## src/rtl/relay_pkg.sv

```systemverilog
// Shared types and bit positions for the conditional GOTO sequencer and the
// decoder lookahead that reuses its condition evaluator.
package relay_pkg;

    typedef enum logic [2:0] {
        IDLE,
        FETCH_HI,
        FETCH_LO,
        LINK,
        JUMP
    } gcs_state_t;

    // CCR layout is {carry, sign, zero}
    localparam int CCR_C = 2;
    localparam int CCR_S = 1;
    localparam int CCR_Z = 0;

    // Opcode layout is 11_d_s_c_z_nz_x
    localparam int OP_D  = 5;
    localparam int OP_S  = 4;
    localparam int OP_C  = 3;
    localparam int OP_Z  = 2;
    localparam int OP_NZ = 1;

endpackage

```

## src/rtl/goto_cond_eval.sv

```systemverilog
// Combinational branch-condition evaluator: opcode condition bits vs. CCR.
// An opcode with no condition bits set is an unconditional branch.
module goto_cond_eval
    import relay_pkg::*;
(
    input  logic [7:0] opcode,
    input  logic [2:0] ccr,
    output logic       cond
);

    logic w_any_sel;
    logic w_hit;
    logic w_unused_op_bits;

    assign w_any_sel = |{opcode[OP_S], opcode[OP_C], opcode[OP_Z], opcode[OP_NZ]};

    assign w_hit = (opcode[OP_S]  &  ccr[CCR_S])
                 | (opcode[OP_C]  &  ccr[CCR_C])
                 | (opcode[OP_Z]  &  ccr[CCR_Z])
                 | (opcode[OP_NZ] & ~ccr[CCR_Z]);

    assign cond = ~w_any_sel | w_hit;

    // Class bits and the don't-care bit carry no condition information.
    assign w_unused_op_bits = ^{opcode[7:6], opcode[OP_D], opcode[0]};

endmodule

```

## src/rtl/goto_cond_sequencer.sv

```systemverilog
// Executes the 3-byte conditional GOTO: fetches both operand bytes, evaluates
// the condition, optionally loads the link register, then loads the PC.
// Optional macro EARLY_EVAL_EN: evaluate at start and skip fetches when not taken.
module goto_cond_sequencer
    import relay_pkg::*;
#(
    parameter int ADDR_W = 16,
    parameter int DATA_W = 8
) (
    input  logic              clk,
    input  logic              reset_n,
    input  logic              start,
    input  logic [7:0]        opcode,
    input  logic [2:0]        ccr,
    input  logic [ADDR_W-1:0] pc_cur,
    input  logic              mem_ack,
    input  logic [DATA_W-1:0] mem_data,
    output logic              mem_req,
    output logic [ADDR_W-1:0] mem_addr,
    output logic              pc_load,
    output logic [ADDR_W-1:0] pc_next,
    output logic              link_load,
    output logic [ADDR_W-1:0] link_addr,
    output logic              busy,
    output logic              done,
    output logic              taken
);

    gcs_state_t        r_state;
    gcs_state_t        w_next_state;

    logic [7:0]        r_opcode;
    logic [2:0]        r_ccr;
    logic [ADDR_W-1:0] r_op_ptr;
    logic [DATA_W-1:0] r_hi;
    logic [DATA_W-1:0] r_lo;

    logic [7:0]        w_eval_op;
    logic [2:0]        w_eval_ccr;
    logic              w_cond;
    logic [ADDR_W-1:0] w_ptr_inc;

    // In IDLE the live inputs are evaluated (early-eval lookahead); afterwards
    // only the snapshot taken at start matters.
    assign w_eval_op  = (r_state == IDLE) ? opcode : r_opcode;
    assign w_eval_ccr = (r_state == IDLE) ? ccr    : r_ccr;
    assign w_ptr_inc  = r_op_ptr + ADDR_W'(1);

    goto_cond_eval u_eval (
        .opcode (w_eval_op),
        .ccr    (w_eval_ccr),
        .cond   (w_cond)
    );

    always_ff @(posedge clk or negedge reset_n) begin
        if (!reset_n) begin
            r_state <= IDLE;
        end else begin
            r_state <= w_next_state;
        end
    end

    always_comb begin
        // NOTE: every output gets a default before the case so no path leaves
        // a signal unassigned, which would otherwise infer a latch.
        w_next_state = r_state;
        mem_req      = 1'b0;
        mem_addr     = '0;
        pc_load      = 1'b0;
        pc_next      = '0;
        link_load    = 1'b0;
        link_addr    = '0;
        done         = 1'b0;
        taken        = 1'b0;
        busy         = (r_state != IDLE);

        case (r_state)
            IDLE: begin
                if (start) begin
`ifdef EARLY_EVAL_EN
                    w_next_state = w_cond ? FETCH_HI : JUMP;
`else
                    w_next_state = FETCH_HI;
`endif
                end
            end
            FETCH_HI: begin
                mem_req  = 1'b1;
                mem_addr = r_op_ptr;
                if (mem_ack) w_next_state = FETCH_LO;
            end
            FETCH_LO: begin
                mem_req  = 1'b1;
                mem_addr = r_op_ptr;
                if (mem_ack) w_next_state = (w_cond && r_opcode[OP_D]) ? LINK : JUMP;
            end
            LINK: begin
                link_load    = 1'b1;
                link_addr    = w_ptr_inc;
                w_next_state = JUMP;
            end
            JUMP: begin
                pc_load      = 1'b1;
                done         = 1'b1;
                taken        = w_cond;
                pc_next      = w_cond ? {r_hi, r_lo} : w_ptr_inc;
                w_next_state = IDLE;
            end
            default: w_next_state = IDLE;
        endcase
    end

    // op_ptr ends at the lo-byte address, so op_ptr+1 is the next instruction.
    always_ff @(posedge clk or negedge reset_n) begin
        if (!reset_n) begin
            r_opcode <= '0;
            r_ccr    <= '0;
            r_op_ptr <= '0;
            r_hi     <= '0;
            r_lo     <= '0;
        end else begin
            // NOTE: non-blocking assignments here so every register samples
            // pre-edge values regardless of statement order.
            case (r_state)
                IDLE: begin
                    if (start) begin
                        r_opcode <= opcode;
                        r_ccr    <= ccr;
                        r_op_ptr <= (w_next_state == JUMP) ? pc_cur + ADDR_W'(1) : pc_cur;
                    end
                end
                FETCH_HI: begin
                    if (mem_ack) begin
                        r_hi     <= mem_data;
                        r_op_ptr <= w_ptr_inc;
                    end
                end
                FETCH_LO: begin
                    if (mem_ack) r_lo <= mem_data;
                end
                default: ;
            endcase
        end
    end

endmodule

```

## config.mk

```make
export PLATFORM = sky130hd
export DESIGN_NAME = goto_cond_sequencer
export DESIGN_NICKNAME = d
export VERILOG_FILES = /design/src/rtl/relay_pkg.sv /design/src/rtl/goto_cond_eval.sv /design/src/rtl/goto_cond_sequencer.sv
export SDC_FILE = /design/constraint.sdc
export NUM_CORES = 1
export LEC_CHECK = 0
export ABC_AREA = 1
export CORE_MARGIN = 3
export CORE_UTILIZATION = 30
export CTS_CLUSTER_SIZE = 28
export DETAILED_ROUTE_END_ITERATION = 16
export GPL_TIMING_DRIVEN = 1
export PLACE_DENSITY_LB_ADDON = 0.05
export SETUP_SLACK_MARGIN = 0.1
export SLEW_MARGIN = 40
export SYNTH_ARGS = -nofsm -noshare
export SYNTH_HDL_FRONTEND = slang
export SYNTH_SLANG_ARGS = --single-unit
```

## constraint.sdc

```tcl
create_clock -name clk -period 2.75 [get_ports clk]
set_input_delay 0.4125 -clock clk [delete_from_list [all_inputs] [get_ports clk]]
set_output_delay 0.4125 -clock clk [all_outputs]
set_load 0.005 [all_outputs]
```

==> flow_metrics.tcl, run 1 <==
set metrics [dict create \
    status "finished clean" \
    drt-total-wl_mm 11.1 \
    yosysSeqAreaShare 0.329 \
    nets 678 \
    clk_pin_slew_ps 90 \
    worstPathArrival_ps 2150 \
    cts_sinks 43 \
    drt_iter0_markers 150 \
    critPathKind "reg -> out" \
    internal-power_mw 2.61 \
    fin_crit_sh 0.931 \
    grt_pass1_wl_mm 17.0 \
    rsz0062_at_grt "yes" \
    synth-seq-cells 43 \
    holdBufCountCts 0 \
    ir_drop_mv 0.398 \
    die_area_um2 12200 \
    cp_max_fo 5 \
    num_io_pins 93 \
    combinationalPowerShare 0.661 \
    antenna_found_initial 0 \
    synth_cells 503 \
    post_drt_wl_per_cell_um 14.3 \
    cap_violations 0 \
    grt_overflow 0 \
    reg2reg_slack_ps 510 \
    cts_buffers 5 \
    drt_first_pass_iters 4 \
    timing.rr.end "r_hi[6]" \
    grt.total_usage 0.179 \
    yosys_warnings 0 \
    clkPwrFrac 0.103 \
    drcViolationCount 0 \
    period_minus_slack_ps 2560 \
    syn_nets 544 \
    fmax_mhz 391 \
    setup_slack_ps 191 \
    hold_path.class "in -> async" \
    p_switching_mw 2.32 \
    whs_ps 80.8 \
    power_leakage_nw 2.71 \
    root_buffer "clkbuf_8" \
    die_h_um 110 \
    fillerInstances 1144 \
    syn2layout_area_growth_pct 49.5 \
    clk_latency_ps 300 \
    synth_cell_type_count 32 \
    clockBufferDepth 2 \
    rows 37 \
    power_density_nw_per_um2 1010 \
    io_buffers 89 \
    num_vias 3560 \
    ant_nets 0 \
    place_congestion 0.884 \
    end_kind "output pin" \
    diodes 0 \
    drv_slew 0 \
    start_util 0.312 \
    preCtsSetupSlack_ps -141 \
    finalSetupViolCount 0 \
    fin_skew_ps 16.2 \
    drive_gt1_frac 0.218 \
    grt_pass1_vias 3364 \
    power_frac_seq 0.236 \
    switching_share 0.470 \
    grt_start_max_net_pins 24 \
    viasPerCell 4.60 \
    worstMarginPinSlew_ps 538 \
    fp.dieW_um 110 \
    netlist_area_um2 3270 \
    core_area_um2 10500 \
    relSlewSlack 0.642 \
    cp-start-kind "flip-flop" \
    hold_violations 0 \
    r2r_cells 9 \
    dp_hpwl_mm 8.37 \
    r2r-start "r_state[1]" \
    cts_tree "built" \
    syn_avg_cell_area_um2 6.49 \
    fin_setup_tns_ps 0 \
    required_ps 2340 \
    htree_levels 2 \
]
## critical path, cell delays in order (launching register included)
cell,delay (ps)
dfrtp_1,400
inv_2,110
nor4_4,310
nand3_1,180
xor2_2,220
nor2_1,110
clkdlybuf4s50_1,530
## timing repair
action | in CTS | in global routing
gates resized for setup | 44 | 77
pin swaps | 6 | 8
setup endpoints to repair | 25 | 44
setup buffers | 16 | 15
gates cloned | 1 | 0
## cell usage in the layout (no fill, tap or decap), drive strengths merged, types with 19 or more instances in the layout
cell type      Yosys  routed
dfrtp             43      43
inv               62      61
dlymetal6s2s       0      19
o21ai             22      22
nand2            192     192
buf                7      56
nand3             36      36
xor2              24      24
nor2              59      59
clkdlybuf4s50      0      49
## metrics by stage
step	instance area [um^2]	util	power [mW]	cells
global placement	4380	0.419	4.01	734
detailed placement	4380	0.419	4.03	734
CTS	4680	0.448	4.74	759
floorplan	3270	-	2.83	503
finish	4880	0.467	4.94	774
global route	4880	0.467	5.41	774
## power groups by stage
stage	combinational (mW)	clock, mW	sequential [mW]
2_1_floorplan	1.71	0	1.11
3_3_place_gp	2.85	0	1.16
4_1_cts	3.06	0.524	1.16
3_5_place_dp	2.87	0	1.17
5_1_grt	3.65	0.552	1.21
6_report	3.26	0.507	1.17
## how the worst max path moves through the flow
stage	from	endpoint	slack, ps	cells past startpoint
after floorplan	r_state[1]	pc_next[0]	640	11
after global placement	ccr[0]	pc_next[14]	-130	12
after detailed placement	ccr[0]	pc_next[14]	-140	12
after CTS	r_state[2]	pc_next[0]	-20	12
after global routing	r_state[1]	mem_addr[9]	80	9
final	r_op_ptr[4]	link_addr[12]	190	6
## per-layer routing
metal  vias up  part of all wire  track usage
met1      1649              0.46        0.245
met3        12             0.037       0.0256
met2        66              0.49        0.302
met5         -                 0            0
met4         0             0.014       0.0387
li1       1833                 -            -
## cells in the mapped netlist (all sizes together)
master	count	area, um^2
a21oi	14	70.1
buf	7	62.6
clkbuf	7	26.3
clkinv	2	7.51
dfrtp	43	1080
ha	2	25.0
inv	62	238
nand2	192	782
nand3	36	215
nand4	2	12.5
nor2	59	239
nor3	13	70.1
nor4	5	31.3
o211ai	2	15.0
o21ai	22	110
o22ai	8	50.1
xnor2	3	26.3
xor2	24	210
## cell type report
class | instances | area [um^2] | share of cell area
inverter | 64 | 249 | 0.0510
sequential | 43 | 1080 | 0.220
timing repair buffer | 141 | 1270 | 0.261
clock buffer | 5 | 68.8 | 0.0141
clock inverter | 3 | 43.8 | 0.00897
multi-input combinational | 382 | 2000 | 0.410
tap | 136 | 170 | 0.0348
## sequential cells by signal, indices dropped and copies added, names as in the netlist
register / count
r_state: 3
r_opcode: 5
r_ccr: 3
r_lo: 8
r_op_ptr: 16
r_hi: 8
## logic make-up after synthesis
group	Yosys count	share of synthesized area
xor gates and xnor gates	27	0.0724
DFF	43	0.329
and+or+nand+nor	307	0.413
buffers and inverters	78	0.102
adders and majority gates	2	0.00766
AOI/OAI and AO/OA	46	0.0751
No activity file was read; power rests on OpenSTA's default activity.
==> run 2, diff against run 1 <==
Clock period 2.75 ns to 2.25 ns, I/O delays scaled along.
==> run 2 against run 1 <==
The flow now finishes with violations (hold timing, setup timing). First-iteration DRC count increased by 17%. Count of clock-buffer cells in the layout up 1. Sequential share of layout area fell by 3.4 points. Wire length grew 13%. Critical path depth is 9 higher. Critical path type unchanged. Largest cell class unchanged. Highest routed layer unchanged.
==> flow_metrics.tcl, run 2 (synthesis results as in run 1) <==
set metrics [dict create \
    start_util 0.312 \
    grt_pass1_vias 3988 \
    ant_nets 0 \
    post_drt_wl_per_cell_um 14.8 \
    whs_ps -3.02 \
    end_kind "output pin" \
    largestRegisters "r_op_ptr x16, r_hi x8, r_lo x8" \
    drt_iter0_markers 175 \
    holdBufCountCts 0 \
    grt_start_max_net_pins 24 \
    gr-usage-met2 0.368 \
    place_congestion 0.893 \
    die_area_um2 12200 \
    htree_levels 2 \
    worstPathArrival_ps 2150 \
    r2r-start "r_state[1]" \
    stdcell_area_um2 5770 \
    required_ps 1910 \
    clk_pin_slew_ps 90 \
    fin_crit_sh 1.10 \
    power_leakage_nw 3.04 \
    num_io_pins 93 \
    ir_drop_mv 0.624 \
    globalRouteMet3Util 0.0291 \
    reg2reg_slack_ps 90 \
    num_vias 3978 \
    r2r_cells 17 \
    largest_register "r_op_ptr" \
    p_switching_mw 3.48 \
    worstMarginPinSlew_ps 557 \
    largest_reg_flops 16 \
    setup_slack_ps -234 \
    fmax_mhz 403 \
    cp-start-kind "flip-flop" \
    final_cell_mix "nand2_1, buf_4, inv_1" \
    power_density_nw_per_um2 1290 \
    drt-total-wl_mm 12.6 \
    antenna_found_initial 0 \
    grt.total_usage 0.207 \
    clkPwrFrac 0.069 \
    power_frac_seq 0.189 \
    finalSetupViolCount 35 \
    drt_first_pass_iters 4 \
    fin_skew_ps 9.18 \
    viasPerCell 4.69 \
    cp_max_fo 5 \
    grt-busiest-layer "met2" \
    use_met1 0.264 \
    grt_overflow 0 \
    placed_cell_area_um2 4840 \
    io_buffers 89 \
    root_buffer "clkbuf_8" \
    cts_sinks 43 \
    relSlewSlack 0.629 \
    core_area_um2 10500 \
    status "complete, but fails checks" \
    grt_pass1_wl_mm 19.6 \
    timing.rr.end "r_op_ptr[1]" \
    final_common_cell "nand2_1" \
    die_h_um 110 \
    drcViolationCount 0 \
    period_minus_slack_ps 2480 \
    dp_hpwl_mm 8.82 \
    internal-power_mw 3.98 \
    clk_latency_ps 310 \
    cap_violations 0 \
    drv_slew 0 \
    combinationalPowerShare 0.742 \
    clockBufferDepth 2 \
    dp.cells 791 \
    switching_share 0.467 \
    syn2layout_area_growth_pct 76.6 \
    fp.dieW_um 110 \
    violations "hold timing, setup timing" \
    nets 753 \
    critPathKind "reg -> out" \
    power_mw 7.46 \
    cts_buffers 5 \
    hold_violations 1 \
    hold_path.class "in -> async" \
    instances_no_fill 849 \
    diodes 0 \
    fin_setup_tns_ps -4420 \
    fillerInstances 1002 \
    rsz0062_at_grt "yes" \
    rows 37 \
    cts_tree "built" \
    drive_gt1_frac 0.431 \
]
## run 2: cell types whose count changed in the layout (fill, tap and decap cells not counted), sizes merged
cell	before	now
clkdlybuf4s50	49	34
nand2	192	194
bufinv	1	0
clkbuf	17	16
clkdlybuf4s15	2	9
dlygate4sd2	3	1
dlymetal6s2s	19	4
inv	61	62
buf	56	156
clkinv	4	2
clkinvlp	1	2
## run 2: worst max-delay path by stage
stage	startpoint	end	slack, ps	cells past startpoint
after floorplan	r_state[1]	pc_next[0]	210	11
after global placement	ccr[0]	pc_next[13]	-400	12
after detailed placement	ccr[0]	pc_next[0]	-460	12
after CTS	r_state[2]	pc_next[10]	-230	15
after global routing	r_state[1]	pc_next[13]	-360	15
final	r_state[1]	pc_next[8]	-230	15
## run 2: final cells by class
type / instances / area, um^2 / share of cell area
Clock inverter: 2 / 12.5 / 0.00217
Tap cell: 136 / 170 / 0.0295
Sequential cell: 43 / 1080 / 0.186
Timing Repair Buffer: 214 / 1830 / 0.316
Clock buffer: 6 / 72.6 / 0.0126
Inverter: 64 / 262 / 0.0453
Multi-Input combinational cell: 384 / 2350 / 0.408
## run 2: what timing repair did
item | in CTS | in global routing
gates resized for setup | 249 | 100
endpoints found under the setup margin | 50 | 68
pin swaps | 35 | 38
cloned | 2 | 3
setup buffers | 50 | 7
## run 2: critical path, stage by stage, from the launching register on
cell and delay [ps]:
dfrtp_1 420, nor2_4 210, buf_6 150, nand3_2 60, nand2_2 70, nand2_1 50
nand2_1 70, nor2_2 40, nand2_2 110, inv_2 50, nor2_4 120, buf_6 110
buf_8 120, nand2_2 40, o21ai_1 70, buf_2 130
## run 2: layer usage
metal	vias up	share of wire
met4	0	0.016
met2	95	0.50
met3	18	0.040
met1	1883	0.44
li1	1982	-
met5	-	0
## run 2: power groups by stage
stage	Clock (mW)	Combinational (mW)	Sequential [mW]
6_report	0.517	5.54	1.41
5_1_grt	0.552	6.08	1.45
4_1_cts	0.530	5.02	1.39
3_5_place_dp	0	4.20	1.39
3_3_place_gp	0	4.18	1.39
2_1_floorplan	0	2.09	1.36
## run 2: metrics by stage
stage,hold slack (ps),worst slack (ps),util
floorplan,41.9,214,-
global placement,353,-401,0.462
detailed placement,354,-458,0.462
CTS,10.5,-233,0.521
global route,28.2,-363,0.552
finish,-3.02,-234,0.552
==> run 3, diff against run 2 <==
Settings changed: CORE_MARGIN 3 to 5.
==> run 3 against run 2 <==
Global-route usage decreased by 1.4 points. Non-clock buffer count decreased by 2. Critical path type unchanged. Power increased by 3.7%. Setup slack got worse by 180 ps. Sequential power about the same. Critical endpoint is now pc_next[6]. First-iteration DRC count increased by 30%. Count of clock-buffer cells in the layout unchanged. Critical path depth decreased by 1. Register-to-register slack got worse by 90 ps. The run ends with setup timing left. Via count increased by 0.15%. Sequential cell count unchanged.
==> flow_metrics.tcl, run 3 (synthesis results as in run 1) <==
set metrics [dict create \
    grt_overflow 0 \
    rows 38 \
    grt_pass1_vias 4000 \
    drive_gt1_frac 0.462 \
    largestRegisters "r_op_ptr x16, r_hi x8, r_lo x8" \
    worstMarginPinSlew_ps 580 \
    power_mw 7.74 \
    fin_skew_ps 10.7 \
    worstPathArrival_ps 2320 \
    nets 752 \
    drv_slew 0 \
    cap_violations 0 \
    clk_pin_slew_ps 90 \
    post_drt_wl_per_cell_um 15.4 \
    grt_start_max_net_pins 24 \
    critPathKind "reg -> out" \
    drt-total-wl_mm 13.1 \
    start_util 0.304 \
    num_vias 3984 \
    holdBufCountCts 0 \
    largest_register "r_op_ptr" \
    clockBufferDepth 2 \
    drt_iter0_markers 228 \
    dp_hpwl_mm 9.06 \
    drcViolationCount 0 \
    antenna_found_initial 0 \
    htree_levels 2 \
    fp.dieW_um 114 \
    num_io_pins 93 \
    cp-start-kind "flip-flop" \
    diodes 0 \
    status "complete, but fails checks" \
    grt_pass1_wl_mm 20.3 \
    hold_path.class "in -> async" \
    whs_ps 25.3 \
    relSlewSlack 0.614 \
    place_congestion 0.852 \
    fin_setup_tns_ps -6160 \
    cts_sinks 43 \
    core_area_um2 10700 \
    ant_nets 0 \
    die_h_um 114 \
    syn2layout_area_growth_pct 82.0 \
    cp_max_fo 5 \
    finalSetupViolCount 26 \
    final_common_cell "nand2_1" \
    end_kind "output pin" \
    ir_drop_mv 0.625 \
    root_buffer "clkbuf_8" \
    power_density_nw_per_um2 1300 \
    drt_first_pass_iters 4 \
    violations "setup timing" \
    clk_latency_ps 300 \
    cts_tree "built" \
    fmax_mhz 376 \
    die_area_um2 13100 \
    hold_violations 0 \
    period_minus_slack_ps 2660 \
    setup_slack_ps -411 \
    grt.total_usage 0.193 \
    fin_util 0.553 \
    fin_crit_sh 1.18 \
    cts_buffers 5 \
    largest_reg_flops 16 \
    required_ps 1910 \
    viasPerCell 4.68 \
    rsz0062_at_grt "yes" \
    final_cell_mix "nand2_1, buf_4, inv_1" \
    io_buffers 89 \
    power_leakage_nw 3.06 \
]
-- run 3: cell count changes in the layout (fill, tap and decap cells not counted), moves of 4 or more --
cell             before  now
nand2_2              30   41
buf_6                27   32
clkdlybuf4s15_2       9    1
nand2_1             152  130
dlygate4sd2_1         1    5
nand2_4              11   20
-- run 3: repair_timing --
| item | 4_1_cts | 5_1_grt |
|---|---|---|
| cloned | 3 | 2 |
| pin swaps | 58 | 45 |
| setup buffers | 39 | 12 |
| gates resized for setup | 287 | 103 |
| setup endpoints to repair | 50 | 73 |
-- run 3: final cells by class --
cell class                      count  area [um^2]
Fill cell                        1053         4800
Multi-Input combinational cell    383         2510
Inverter                           64          282
Timing Repair Buffer              212         1790
Sequential cell                    43         1080
Clock buffer                        6         72.6
Tap cell                          140          175
Clock inverter                      2         12.5
Timing Repair inverter              2         18.8
-- run 3: path summary, 6_finish.rpt --
check | startpoint | to | slack (ps) | cells after the start
worst max-delay path | r_state[1] | pc_next[6] | -410 | 14
worst min-delay path | reset_n | r_opcode[4] | 30 | 1
worst max register to register | r_state[1] | r_op_ptr[10] | 0 | 18
worst min register to register | r_hi[0] | r_hi[0] | 490 | 2
max in group asynchronous | reset_n | r_op_ptr[13] | 1680 | 2
min in group clk | r_hi[0] | r_hi[0] | 490 | 2
-- run 3: power breakdown --
group	internal (mW)	switching, mW
Sequential	1.16	0.268
Clock	0.218	0.296
Combinational	2.69	3.11
Total	4.07	3.68
-- run 3: per-stage QoR --
step | instances | instance area, um^2 | setup WS (ps)
after global placement | 793 | 4830 | -401
final | 852 | 5940 | -411
after CTS | 840 | 5580 | -433
after floorplan | 503 | 3270 | 214
after detailed placement | 793 | 4830 | -474
after global routing | 852 | 5940 | -502
-- run 3: worst max-delay path, stage by stage, from the launching register on --
cell and delay, ps:
dfrtp_1 420, nor2_4 160, nand2_4 90, buf_6 130
nand2_2 50, nand2_2 60, nand2_1 50, nand2_1 60
nor2_2 90, nand2_2 90, nor2_4 160, clkinvlp_4 200
buf_6 160, o22ai_2 150, buf_2 140
-- run 3: per-layer routing --
metal,vias to the layer above,track usage,part of all wire
met1,1886,0.253,0.44
met4,0,0.0420,0.014
met3,12,0.0291,0.040
met2,108,0.338,0.50
li1,1978,-,-
met5,-,0,0
